<file path="config.mk">
export PLATFORM = sky130hd
export DESIGN_NAME = modmul_pipe_flat
export DESIGN_NICKNAME = d
export VERILOG_FILES = /design/src/rtl/modmul_pipe_pkg.sv /design/src/rtl/modmul_pipe_if.sv /design/src/rtl/modmul_pipe_barrett_reduce.sv /design/src/rtl/modmul_pipe.sv /design/src/flat_wrapper.sv
export SDC_FILE = /design/constraint.sdc
export NUM_CORES = 1
export LEC_CHECK = 0
export CAP_MARGIN = 20
export CELL_PAD_IN_SITES_DETAIL_PLACEMENT = 1
export CELL_PAD_IN_SITES_GLOBAL_PLACEMENT = 2
export CORE_MARGIN = 2
export CORE_UTILIZATION = 30
export CTS_CLUSTER_DIAMETER = 30
export DETAILED_ROUTE_END_ITERATION = 7
export GPL_TIMING_DRIVEN = 1
export PLACE_DENSITY = 0.68
export SLEW_MARGIN = 20
export SYNTH_ARGS = -nofsm -noshare
export SYNTH_HDL_FRONTEND = slang
export SYNTH_SLANG_ARGS = --single-unit
</file>
<file path="constraint.sdc">
create_clock -name clk -period 14.4 [get_ports clk]
set_clock_uncertainty 0.2 [all_clocks]
set_input_delay 2.16 -clock clk [delete_from_list [all_inputs] [get_ports clk]]
set_output_delay 2.16 -clock clk [all_outputs]
set_load 0.05 [all_outputs]
</file>
<file path="src/rtl/modmul_pipe_pkg.sv">
// Shared constants for the modular multiplier: default modulus, mode encoding and Barrett constants.
package modmul_pipe_pkg;

  localparam int unsigned DEF_WIDTH = 12;
  localparam int unsigned DEF_Q     = 3329;
  localparam int unsigned DEF_TAGW  = 8;

  localparam logic MODE_MOD = 1'b0;
  localparam logic MODE_RAW = 1'b1;

  typedef struct packed {
    logic raw;
    logic err;
  } item_flags_t;

  function automatic int unsigned barrett_k(input int unsigned width);
    return 2 * width;
  endfunction

  function automatic longint unsigned barrett_m(input int unsigned width, input int unsigned q);
    return (64'd1 << barrett_k(width)) / 64'(q);
  endfunction

endpackage

</file>
<file path="src/rtl/modmul_pipe_if.sv">
// Operand/result handshake bundle for modmul_pipe.
interface modmul_pipe_if #(
  parameter int unsigned WIDTH = 12,
  parameter int unsigned TAGW  = 8
);
  logic               in_valid;
  logic               in_ready;
  logic [WIDTH-1:0]   in_a;
  logic [WIDTH-1:0]   in_b;
  logic               in_mode;
  logic [TAGW-1:0]    in_tag;
  logic               out_valid;
  logic               out_ready;
  logic [2*WIDTH-1:0] out_c;
  logic [TAGW-1:0]    out_tag;
  logic               out_err;

  modport master (
    output in_valid, in_a, in_b, in_mode, in_tag, out_ready,
    input  in_ready, out_valid, out_c, out_tag, out_err
  );

  modport slave (
    input  in_valid, in_a, in_b, in_mode, in_tag, out_ready,
    output in_ready, out_valid, out_c, out_tag, out_err
  );
endinterface

</file>
<file path="src/rtl/modmul_pipe_barrett_reduce.sv">
// Stages S3-S5: Barrett quotient estimate, remainder, final conditional subtract.
module barrett_reduce
  import modmul_pipe_pkg::*;
#(
  parameter int unsigned WIDTH = DEF_WIDTH,
  parameter int unsigned Q     = DEF_Q,
  parameter int unsigned TAGW  = DEF_TAGW
) (
  input  logic               clk,
  input  logic               rst,
  input  logic               en_i,
  input  logic               valid_i,
  input  logic [2*WIDTH-1:0] p_i,
  input  item_flags_t        flags_i,
  input  logic [TAGW-1:0]    tag_i,
  output logic               valid_o,
  output logic [2*WIDTH-1:0] c_o,
  output logic [TAGW-1:0]    tag_o,
  output logic               err_o,
  output logic               busy_o
);
  localparam int unsigned PW  = 2 * WIDTH;
  localparam int unsigned K   = barrett_k(WIDTH);
  localparam int unsigned MW  = K + 1;
  localparam int unsigned PMW = PW + MW;
  localparam logic [MW-1:0]    M_C = MW'(barrett_m(WIDTH, Q));
  localparam logic [WIDTH-1:0] Q_C = WIDTH'(Q);

  logic              s3_v_q, s4_v_q, s5_v_q;
  logic [PW-1:0]     s3_p_q, s3_t_q, s4_r_q, s5_c_q;
  item_flags_t       s3_f_q, s4_f_q;
  logic              s5_err_q;
  logic [TAGW-1:0]   s3_tag_q, s4_tag_q, s5_tag_q;
  logic [PMW-1:0]    pm;
  logic [PW-1:0]     s3_t_d, tq, s4_r_d, s5_c_d;

  // Constant multiplies built from shifted adds so they map to fabric adders.
  always_comb begin
    pm = '0;
    for (int i = 0; i < int'(MW); i++) begin
      if (M_C[i]) pm = pm + (PMW'(p_i) << i);
    end
    s3_t_d = PW'(pm >> K);
  end

  // Remainder stays below 2Q, so the low PW bits of the difference are exact.
  always_comb begin
    tq = '0;
    for (int i = 0; i < int'(WIDTH); i++) begin
      if (Q_C[i]) tq = tq + (PW'(s3_t_q) << i);
    end
    s4_r_d = s3_f_q.raw ? s3_p_q : s3_p_q - tq;
  end

  always_comb begin
    s5_c_d = s4_r_q;
    if (s4_f_q.err) begin
      s5_c_d = '0;
    end else if (!s4_f_q.raw && (s4_r_q >= PW'(Q))) begin
      s5_c_d = s4_r_q - PW'(Q);
    end
  end

  always_ff @(posedge clk) begin
    if (rst) begin
      s3_v_q   <= 1'b0;
      s3_p_q   <= '0;
      s3_t_q   <= '0;
      s3_f_q   <= '0;
      s3_tag_q <= '0;
      s4_v_q   <= 1'b0;
      s4_r_q   <= '0;
      s4_f_q   <= '0;
      s4_tag_q <= '0;
      s5_v_q   <= 1'b0;
      s5_c_q   <= '0;
      s5_err_q <= 1'b0;
      s5_tag_q <= '0;
    end else if (en_i) begin
      s3_v_q   <= valid_i;
      s3_p_q   <= p_i;
      s3_t_q   <= s3_t_d;
      s3_f_q   <= flags_i;
      s3_tag_q <= tag_i;
      s4_v_q   <= s3_v_q;
      s4_r_q   <= s4_r_d;
      s4_f_q   <= s3_f_q;
      s4_tag_q <= s3_tag_q;
      s5_v_q   <= s4_v_q;
      s5_c_q   <= s5_c_d;
      s5_err_q <= s4_f_q.err;
      s5_tag_q <= s4_tag_q;
    end
  end

  assign valid_o = s5_v_q;
  assign c_o     = s5_c_q;
  assign tag_o   = s5_tag_q;
  assign err_o   = s5_err_q;
  assign busy_o  = s3_v_q | s4_v_q | s5_v_q;

endmodule

</file>
<file path="src/rtl/modmul_pipe.sv">
// Five-stage a*b mod Q (or raw a*b) pipeline with a single global stall enable.
module modmul_pipe
  import modmul_pipe_pkg::*;
#(
  parameter int unsigned WIDTH = DEF_WIDTH,
  parameter int unsigned Q     = DEF_Q,
  parameter int unsigned TAGW  = DEF_TAGW
) (
  input  logic          clk,
  input  logic          rst,
  modmul_pipe_if.slave  bus,
  output logic          busy
);
  localparam int unsigned PW = 2 * WIDTH;

  logic             en;
  logic             out_v, tail_busy, out_err;
  logic [PW-1:0]    out_c;
  logic [TAGW-1:0]  out_tag;
  item_flags_t      s1_f_d;
  logic             s1_v_q, s2_v_q;
  logic [WIDTH-1:0] s1_a_q, s1_b_q;
  item_flags_t      s1_f_q, s2_f_q;
  logic [TAGW-1:0]  s1_tag_q, s2_tag_q;
  logic [PW-1:0]    s2_p_d, s2_p_q;

  assign en          = !out_v || bus.out_ready;
  assign bus.in_ready = en || rst;

  // Range check only matters in modular mode; raw products accept any operand.
  always_comb begin
    s1_f_d.raw = (bus.in_mode == MODE_RAW);
    s1_f_d.err = !s1_f_d.raw && ((bus.in_a >= WIDTH'(Q)) || (bus.in_b >= WIDTH'(Q)));
  end

  // Shift-and-add array multiplier.
  always_comb begin
    s2_p_d = '0;
    for (int i = 0; i < int'(WIDTH); i++) begin
      if (s1_b_q[i]) s2_p_d = s2_p_d + (PW'(s1_a_q) << i);
    end
  end

  always_ff @(posedge clk) begin
    if (rst) begin
      s1_v_q   <= 1'b0;
      s1_a_q   <= '0;
      s1_b_q   <= '0;
      s1_f_q   <= '0;
      s1_tag_q <= '0;
      s2_v_q   <= 1'b0;
      s2_p_q   <= '0;
      s2_f_q   <= '0;
      s2_tag_q <= '0;
    end else if (en) begin
      s1_v_q   <= bus.in_valid;
      s1_a_q   <= bus.in_a;
      s1_b_q   <= bus.in_b;
      s1_f_q   <= s1_f_d;
      s1_tag_q <= bus.in_tag;
      s2_v_q   <= s1_v_q;
      s2_p_q   <= s2_p_d;
      s2_f_q   <= s1_f_q;
      s2_tag_q <= s1_tag_q;
    end
  end

  barrett_reduce #(.WIDTH(WIDTH), .Q(Q), .TAGW(TAGW)) u_reduce (
    .clk     (clk),
    .rst     (rst),
    .en_i    (en),
    .valid_i (s2_v_q),
    .p_i     (s2_p_q),
    .flags_i (s2_f_q),
    .tag_i   (s2_tag_q),
    .valid_o (out_v),
    .c_o     (out_c),
    .tag_o   (out_tag),
    .err_o   (out_err),
    .busy_o  (tail_busy)
  );

  assign bus.out_valid = out_v;
  assign bus.out_c     = out_c;
  assign bus.out_tag   = out_tag;
  assign bus.out_err   = out_err;
  assign busy          = s1_v_q | s2_v_q | tail_busy;

endmodule

</file>
<file path="src/flat_wrapper.sv">
// flat-port wrapper written by rule: the top's interface ports become plain ports
module modmul_pipe_flat import modmul_pipe_pkg::*;
#(
  parameter int unsigned WIDTH = DEF_WIDTH,
  parameter int unsigned Q     = DEF_Q,
  parameter int unsigned TAGW  = DEF_TAGW
)
  (clk, rst, busy, bus_in_valid, bus_in_a, bus_in_b, bus_in_mode, bus_in_tag, bus_out_ready, bus_in_ready, bus_out_valid, bus_out_c, bus_out_tag, bus_out_err);
  modmul_pipe_if #(.WIDTH(WIDTH), .TAGW(TAGW)) bus_i ();
  input  logic clk;
  input  logic rst;
  output logic busy;
  input wire logic [$bits(bus_i.in_valid)-1:0] bus_in_valid;
  input wire logic [$bits(bus_i.in_a)-1:0] bus_in_a;
  input wire logic [$bits(bus_i.in_b)-1:0] bus_in_b;
  input wire logic [$bits(bus_i.in_mode)-1:0] bus_in_mode;
  input wire logic [$bits(bus_i.in_tag)-1:0] bus_in_tag;
  input wire logic [$bits(bus_i.out_ready)-1:0] bus_out_ready;
  output wire logic [$bits(bus_i.in_ready)-1:0] bus_in_ready;
  output wire logic [$bits(bus_i.out_valid)-1:0] bus_out_valid;
  output wire logic [$bits(bus_i.out_c)-1:0] bus_out_c;
  output wire logic [$bits(bus_i.out_tag)-1:0] bus_out_tag;
  output wire logic [$bits(bus_i.out_err)-1:0] bus_out_err;
  assign bus_i.in_valid = bus_in_valid;
  assign bus_i.in_a = bus_in_a;
  assign bus_i.in_b = bus_in_b;
  assign bus_i.in_mode = bus_in_mode;
  assign bus_i.in_tag = bus_in_tag;
  assign bus_i.out_ready = bus_out_ready;
  assign bus_in_ready = bus_i.in_ready;
  assign bus_out_valid = bus_i.out_valid;
  assign bus_out_c = bus_i.out_c;
  assign bus_out_tag = bus_i.out_tag;
  assign bus_out_err = bus_i.out_err;
  modmul_pipe #(.WIDTH(WIDTH), .Q(Q), .TAGW(TAGW)) u_core (.clk(clk), .rst(rst), .bus(bus_i), .busy(busy));
endmodule
</file>
==> results of run 1 <==
==> logic make-up (layout without fill, tap and decap cells) <==
kind of cell | count (synthesis) | in the layout
flip-flops | 187 | 187
buffers and inverters | 429 | 834
AND/OR/NAND/NOR | 759 | 759
AO/OA/AOI/OAI | 704 | 704
XOR/XNOR | 126 | 126
other | 0 | 2
adder cells (fa/ha/maj) | 438 | 438
multiplexers | 40 | 40
==> metrics by stage <==
step | setup WS (ns) | total power (uW) | cells | setup TNS (ns) | area [um^2]
after global routing | -0.547 | 5350 | 4038 | -1.42 | 28200
after CTS | 0.000000888 | 4750 | 3993 | 0 | 26900
after global placement | -0.308 | 4020 | 3926 | -0.656 | 25600
after floorplan | 0.00185 | 3210 | 2683 | 0 | 21600
after detailed placement | -1.05 | 4150 | 3926 | -4.27 | 25600
final | 0.262 | 4780 | 4040 | 0 | 28200
==> worst paths after layout <==
check	from	to	slack, ns	depth (start not counted)
setup / recovery	u_core.s1_b_q[0]	u_core.s2_p_q[22]	0.26	76
hold / removal	u_core.u_reduce.c_o[0]	u_core.u_reduce.c_o[0]	0.25	2
setup reg to reg	u_core.s1_b_q[0]	u_core.s2_p_q[22]	0.26	76
hold reg to reg	u_core.u_reduce.c_o[0]	u_core.u_reduce.c_o[0]	0.25	2
==> timing repair <==
item | CTS | global route
pin swaps | 37 | 122
setup endpoints to repair | 8 | 10
setup buffers | 35 | 45
resized for setup | 85 | 203
hold buffers | 0 | 0
==> state kept, by name, indices dropped and copies added (netlist names), 12 cells and up <==
name and count:
u_core.u_reduce.s4_r_q 24, u_core.u_reduce.s3_t_q 13, u_core.s1_a_q 12, u_core.s2_p_q 24
u_core.s1_b_q 12, u_core.u_reduce.s3_p_q 24, u_core.u_reduce.c_o 24
==> report_power, final <==
| group | internal [uW] | total, uW | switching (uW) |
|---|---|---|---|
| Clock | 237 | 511 | 274 |
| Sequential | 616 | 742 | 126 |
| Combinational | 1640 | 3530 | 1890 |
==> Yosys cell counts (all sizes together) (15+ instances only) <==
master / count
nor3: 35
nand2b: 23
clkbuf: 83
ha: 254
or3: 19
a211oi: 36
dfxtp: 187
inv: 335
a21o: 44
nor2: 146
o21ai: 155
nor2b: 23
xnor2: 85
o21a: 33
and2: 20
mux2: 17
nand2: 403
o21bai: 15
mux2i: 23
xor2: 41
a21oi: 250
fa: 183
nand3: 30
==> worst max-delay path: cells and delay by family, from the launching register on <==
| kind | cells | cell delay, ns |
|---|---|---|
| AO/OA/AOI/OAI | 27 | 5.44 |
| XOR/XNOR | 6 | 0.81 |
| adder cells (fa/ha/maj) | 11 | 2.67 |
| buffers and inverters | 16 | 1.96 |
| flip-flops | 1 | 0.33 |
| multiplexers | 1 | 0.09 |
| AND/OR/NAND/NOR | 15 | 2.57 |
==> routing by layer <==
layer	global-route usage (%)	up-vias
met4	5.35	0
met2	34.7	219
met1	24.6	9980
met5	0	-
li1	-	9920
met3	2.53	75
==> cell type report <==
type / instances / area, um^2 / share of cell area (%)
antenna: 2 / 5.00 / 0.0177
clock buffer: 17 / 425 / 1.51
clock inverter: 15 / 188 / 0.665
inverter: 337 / 1260 / 4.48
multi-input combinational: 2067 / 17700 / 62.6
sequential: 187 / 3740 / 13.3
tap: 950 / 1190 / 4.21
timing repair buffer: 465 / 3730 / 13.2
==> run summary, run 1 <==
Status: finished, final reports clean
Placer Congestion: 0.844
Global-route wire length before repair: 116000 um
Fmax: 0.0707 GHz
IO Port Bufs: 72
Data required, critical path: 14.61 ns
Vias: 20200
Period Utilization, post-route: 98.2%
Asr flop ratio synth: 0%
H-tree depth: 4
Met2 routed wirelength: 36300 um
Setup crit end kind: register
Worst-case clock buffer depth: 2
CTS root buf: clkbuf_16
Peak VDD IR: 0.000134 V
XOR/XNOR share of the synthesized area: 5.11%
Initial DRC count: 694
Most common cell after layout, fill and taps aside: nand2_1
Pins Over Slew Limit: 0
Initial antenna violation count: 0
RSZ-0062 raised after global routing: true
Gr ovfl total: 0
Detailed Route WL: 72100 um
Die ar.: 74200 um^2
Slew HR: 36.8%
Top-area cell type share of the netlist area: 17.3%
Simple-gate share of the synthesized area: 15.4%
Max Cap Viol: 0
Static Leak: 0.0130 uW
Setup Crit Path Kind: register to register
Top Metal Used: met4
Setup Viol. Count Final: 0
Area Overhead vs Synth: 30.6%
Post-route DRC: 0
Crit-path max FO: 4
TritonCTS clock tree: done
# rows: 98
CTS Sinks: 187
GRT Util Overall: 19.5%
Multiplexer area fraction after synthesis: 1.97%
Share of cells above drive strength 1: 21.9%
Arr. time, crit path: 14.35 ns
Drt wl/cell: 17.8 um
Cell taking the most area after synthesis: dfxtp_1
Adder-Cell Fraction of Synth Area: 31.7%
Synth Warn #: 0
Most frequent cells in the layout: nand2_1, buf_4, inv_1
Initial cell density of the core: 30.3%
Top_reg_cell synth: dfxtp_1
Metal-1 WL: 32600 um
Vias in the first global route: 21900
Power Dens Cells: 169 nW/um^2
Main combinational cell family by area after synthesis: adder cells
Num CTS Buffers: 17
Hold Crit Class: register to register
Core box area: 71400 um^2
DR pass1 iterations: 5
Post-Syn Area per Cell: 8.05 um^2
Synth Area in Compound Gates: 21.0%
Distinct cells, synth: 92
CP max stage delay: 0.43 ns
Most frequent CP cell: buf_4
DIE WIDTH: 272 um
Insertion delay to the later sink of the worst-skew pair: 0.50 ns
I/O pins: 73
Final Critical Period: 14.14 ns
HPWL Detailed: 54600 um
Worst slew pin tran: 0.947 ns
Crit-path slowest cell: or4_4
Met3 WL: 1700 um
Reg clk slew, reported paths: 0.08 ns
Die H: 272 um
Sequential share of the synthesized area: 17.3%
Syn nets: 3157
Cells after synthesis: 2683
Final ANT Viol Nets: 0
Syn Std Cell Area: 21600 um^2
Post-synth EDFFs: 0
CP startpoint kind: register
Number of fill cells: 8524
Final #Nets: 3549
Fin Hold WS: 0.253 ns
Synth area leaders: dfxtp_1, fa_1, ha_1
Final cell utilization of the core: 39.6%
Vias per inst: 5.00
Post-synthesis register bit count: 187
Largest net degree at the start of global routing: 142
Final-report hold violation count: 0
Power figures use the tool's default switching activity.
==> inputs of run 2 (changes only) <==
Settings changed: ABC_CLOCK_PERIOD_IN_PS set to 14400, CORE_UTILIZATION 30 to 35, PLACE_DENSITY 0.68 to 0.77.
==> run summary, run 2 (synthesized netlist as in run 1, its figures left out) <==
Failing checks: setup timing
R2R Setup Slk: -0.04 ns
Die H: 252 um
Hold-fix buffers, CTS: 0
Insertion delay to the later sink of the worst-skew pair: 0.50 ns
Slew HR: 30.1%
IO Port Bufs: 72
Max Cap Viol: 0
Gr ovfl total: 0
Most frequent CP cell: buf_4
H-tree depth: 4
Crit-path max FO: 5
Initial cell density of the core: 35.2%
DIE WIDTH: 252 um
Final Critical Period: 14.44 ns
Crit-path slowest cell: or3_4
Layout Cells excl Fill: 3853
Setup Crit Path Kind: register to register
TritonCTS clock tree: done
Worst slew pin tran: 1.04 ns
Power Dens Cells: 174 nW/um^2
Vias: 20300
Most frequent cells in the layout: nand2_1, buf_4, inv_1
Final-report hold violation count: 0
TNS Setup: -0.0495 ns
CP startpoint: u_core.s1_b_q[0]
Post-route DRC: 0
Vias in the first global route: 22000
Initial DRC count: 821
Arr. time, crit path: 14.65 ns
Ant. Diodes: 0
Reg2reg path depth: 83
Min-Delay Path Depth: 2
Clock power frac: 10.7%
Data required, critical path: 14.61 ns
Initial antenna violation count: 0
FF-to-FF End: u_core.s2_p_q[22]
Share of cells above drive strength 1: 21.5%
Global-route wire length before repair: 114000 um
Seq pwr share: 15.3%
Period Utilization, post-route: 100%
Detailed Route WL: 71400 um
Hold Crit Class: register to register
Reg clk slew, reported paths: 0.07 ns
CP endpoint: u_core.s2_p_q[22]
Pins Over Slew Limit: 0
Final ANT Viol Nets: 0
Area Overhead vs Synth: 28.9%
HPWL Detailed: 53100 um
GRT Util Overall: 22.3%
CTS Sinks: 187
# rows: 91
Peak VDD IR: 0.000114 V
Sw power: 2320 uW
Post-route cell area: 27800 um^2
R2r startpoint: u_core.s1_b_q[0]
Fmax: 0.0693 GHz
Vias per inst: 5.26
Num CTS Buffers: 17
CP max stage delay: 0.37 ns
Sw Share: 47.9%
RSZ-0062 raised after global routing: true
Largest net degree at the start of global routing: 143
Worst-case clock buffer depth: 2
CTS root buf: clkbuf_16
Placer Congestion: 0.862
Status: complete, but fails checks
Internal power component: 2520 uW
Die ar.: 63700 um^2
I/O pins: 73
Core box area: 61400 um^2
Final #Nets: 3524
DR pass1 iterations: 5
Setup Viol. Count Final: 2
Most common cell after layout, fill and taps aside: nand2_1
Static Leak: 0.0129 uW
Post-place instance area: 25100 um^2
Comb pwr share: 74.0%
CP startpoint kind: register
Worst setup margin: -0.0385 ns
Setup crit end kind: register
Drt wl/cell: 18.5 um
Post-Place Cells: 3727
run 2: per-layer routing:
| layer | share of wire [%] | global-route usage [%] | up-vias | routed length [um] |
|---|---|---|---|---|
| met4 | 2.6 | 6.64 | 0 | 1850 |
| met1 | 44 | 27.0 | 10100 | 31400 |
| li1 | - | - | 9872 | - |
| met5 | 0 | 0 | - | 0 |
| met2 | 51 | 41.1 | 241 | 36700 |
| met3 | 2.1 | 2.56 | 107 | 1530 |
run 2: power groups by stage:
stage | combinational, uW | clock, uW | sequential [uW]
after detailed placement | 3380 | 0 | 759
final | 3580 | 517 | 742
after CTS | 3490 | 539 | 747
after floorplan | 2400 | 0 | 813
after global placement | 3220 | 0 | 753
after global routing | 4080 | 555 | 761
run 2: worst min-delay path by stage:
stage          slack, ns                          end                        start
4_1_cts             0.26  u_core.u_reduce.s4_tag_q[1]  u_core.u_reduce.s3_tag_q[1]
6_report            0.25       u_core.u_reduce.c_o[0]       u_core.u_reduce.c_o[0]
5_1_grt             0.27  u_core.u_reduce.s3_tag_q[1]  u_core.u_reduce.s3_tag_q[1]
2_1_floorplan       0.23   u_core.u_reduce.s3_p_q[22]   u_core.u_reduce.s3_p_q[22]
3_5_place_dp        0.24       u_core.u_reduce.c_o[0]       u_core.u_reduce.c_o[0]
3_3_place_gp        0.24      u_core.u_reduce.c_o[20]      u_core.u_reduce.c_o[20]
run 2: worst max-delay path, delay by kind of cell, from the launching register on:
family	cells	cell delay, ns
flip-flops	1	0.34
XOR/XNOR	6	0.93
AO/OA/AOI/OAI	27	4.93
buffers and inverters	17	2.07
AND/OR/NAND/NOR	19	2.56
multiplexers	3	0.47
adder cells (fa/ha/maj)	11	2.80
run 2: per-stage QoR:
step | setup WS (ns) | total power [uW] | hold slack (ns) | util [%]
finish | -0.0385 | 4840 | 0.254 | 45.4
global route | -0.696 | 5400 | 0.266 | 45.4
CTS | 0.0127 | 4780 | 0.259 | 43.2
detailed placement | -0.996 | 4140 | 0.243 | 40.8
global placement | -0.339 | 3980 | 0.237 | 40.8
floorplan | 0.00185 | 3210 | 0.232 | -
run 2: repair_timing:
action                                  4_1_cts  5_1_grt
setup buffers                                43       51
endpoints found under the setup margin        8       10
pin swaps                                    60      120
resized for setup                           101      198
hold endpoints to repair                      0        0
run 2: layout make-up:
| class | instances | area (um^2) |
|---|---|---|
| repair buffers | 440 | 3540 |
| multi-input cells | 2067 | 17700 |
| flip-flops and latches | 187 | 3750 |
| well taps | 790 | 988 |
| fillers | 7260 | 33500 |
| clock inverters | 14 | 183 |
| inverters | 337 | 1260 |
| clock buffers | 18 | 439 |
==> inputs of run 3 (changes only) <==
Settings changed: ABC_AREA set to 1, CORE_UTILIZATION 35 to 34, PLACE_DENSITY 0.77 to 0.78.
==> run summary, run 3 <==
Distinct cells, synth: 58
Detailed Route WL: 70200 um
Setup Crit Path Kind: register to register
Post-synthesis register bit count: 187
# rows: 93
Slew HR: 32.6%
Final Critical Period: 13.44 ns
Top-count cell post-synth: inv_1
Top_reg_cell synth: dfxtp_1
TritonCTS clock tree: done
Most common cell after layout, fill and taps aside: inv_1
Final #Nets: 3567
Comb pwr share: 75.7%
Sw power: 2760 uW
Power Dens Cells: 201 nW/um^2
Placer Congestion: 0.902
Seq pwr share: 14.7%
Ant. Diodes: 0
Initial DRC count: 859
Worst slew pin tran: 1.01 ns
Cell family with the largest share of critical-path delay: adder cells
CTS root buf: clkbuf_16
Hold-fix buffers, CTS: 0
Initial cell density of the core: 34.2%
Synth Warn #: 0
Initial antenna violation count: 1
Setup Viol. Count Final: 0
Max Cap Viol: 0
Post-Syn Area per Cell: 7.24 um^2
Arr. time, crit path: 13.59 ns
Crit path buf inv count: 11
CTS Sinks: 187
Clock power frac: 9.6%
Num CTS Buffers: 17
GRT Util Overall: 21.2%
Layout Cells excl Fill: 3961
CP startpoint kind: register
Top-area cell type share of the netlist area: 17.0%
Peak VDD IR: 0.000158 V
DR pass1 iterations: 5
Most frequent CP cell: nand2_1
DIE WIDTH: 258 um
Post-Place Cells: 3908
Fin Hold WS: 0.269 ns
Crit-path max FO: 6
Vias: 20200
Cells after synthesis: 3033
Data required, critical path: 14.55 ns
HPWL Detailed: 56000 um
Share of cells above drive strength 1: 8.76%
Largest net degree at the start of global routing: 74
IO Port Bufs: 72
Global-route wire length before repair: 115000 um
Core box area: 64100 um^2
Sw Share: 54.4%
Insertion delay to the later sink of the worst-skew pair: 0.46 ns
Top cells by count, synth: inv_1, nand2_1, ha_1
Final cell utilization of the core: 39.3%
Crit-path slowest cell: fa_2
Asr flop ratio synth: 0%
Syn nets: 3507
Internal power component: 2310 uW
Area Overhead vs Synth: 14.7%
Syn Std Cell Area: 22000 um^2
Final-report hold violation count: 0
I/O pins: 73
Most frequent cells in the layout: inv_1, nand2_1, ha_1
Worst-case clock buffer depth: 2
Period Utilization, post-route: 93.3%
Gr ovfl total: 0
Pins Over Slew Limit: 0
Post-synth EDFFs: 0
Vias in the first global route: 21900
Fmax: 0.0744 GHz
H-tree depth: 4
Status: finished, final reports clean
Vias per inst: 5.10
Final ANT Viol Nets: 0
Die ar.: 66600 um^2
TNS Setup: 0 ns
CP max stage delay: 0.55 ns
Cell taking the most area after synthesis: dfxtp_1
Hold Crit Class: register to register
Post-route DRC: 0
Sequential share of the synthesized area: 17.0%
Static Leak: 0.0121 uW
Reg clk slew, reported paths: 0.08 ns
Synth area leaders: dfxtp_1, fa_1, ha_1
Drt wl/cell: 17.7 um
Setup crit end kind: register
Die H: 258 um
run 3: cell count changes in the layout (fill, tap and decap cells not counted), moves of 24 or more:
cell / previous run / this run
nor2_1: 135 / 159
buf_4: 360 / 45
o22ai_1: 12 / 49
nand3_1: 26 / 198
inv_1: 324 / 562
a21o_1: 42 / 11
nand2_1: 394 / 516
o21ai_0: 107 / 184
xnor2_1: 76 / 25
run 3: per-stage QoR:
step                      setup slack, ns  cell area, um^2  total power [uW]
after floorplan                      1.55            22000              3520
after global placement            -0.0589            23700              4410
after detailed placement           -0.480            23700              4520
after CTS                          0.0277            24300              5040
after global routing               -0.242            25200              5700
final                               0.959            25200              5070
run 3: per-layer routing:
layer / track usage, % / vias up / wire (um)
li1: - / 10000 / -
met1: 28.7 / 9962 / 34300
met2: 37.3 / 191 / 33700
met3: 1.97 / 41 / 1370
met4: 3.15 / 0 / 828
met5: 0 / - / 0
run 3: final cells by class:
type	count	area, um^2
Multi-Input combinational cell	2194	16600
Clock buffer	18	429
Timing Repair Buffer	118	1070
Clock inverter	14	154
Inverter	575	2160
Tap cell	855	1070
Fill cell	7914	38900
Sequential cell	187	3750
run 3: power by group through the flow:
stage	registers, uW	clock network [uW]	logic (uW)
final	744	486	3840
after global routing	761	518	4420
after CTS	746	499	3800
after detailed placement	758	0	3760
after global placement	754	0	3660
after floorplan	804	0	2720
run 3: timing repair:
item                                    in CTS  in global routing
setup buffers                                2                 19
resized for setup                           15                149
endpoints found under the hold margin        0                  0
endpoints found under the setup margin       5                 10
pin swaps                                    2                 38
run 3: cells by family after synthesis:
logic type / after synthesis / synth area share (%)
buffers and inverters: 652 / 11.2
AO/OA/AOI/OAI: 648 / 17.0
multiplexers: 1 / 0.0456
XOR/XNOR: 87 / 3.47
AND/OR/NAND/NOR: 1021 / 20.1
adder cells (fa/ha/maj): 437 / 31.2
flip-flops: 187 / 17.0
run 3: tightest hold or removal path, cell delays in order, from the launching register on:
cell and delay (ns):
dfxtp_1 0.31, nand2_1 0.06, a21oi_1 0.06
run 3: worst paths after layout:
kind                            end                    from  cells after the start  slack [ns]
max               u_core.s2_p_q[22]        u_core.s1_a_q[1]                     87        0.96
min          u_core.u_reduce.c_o[8]  u_core.u_reduce.c_o[8]                      2        0.27
max reg2reg       u_core.s2_p_q[22]        u_core.s1_a_q[1]                     87        0.96
min reg2reg  u_core.u_reduce.c_o[8]  u_core.u_reduce.c_o[8]                      2        0.27
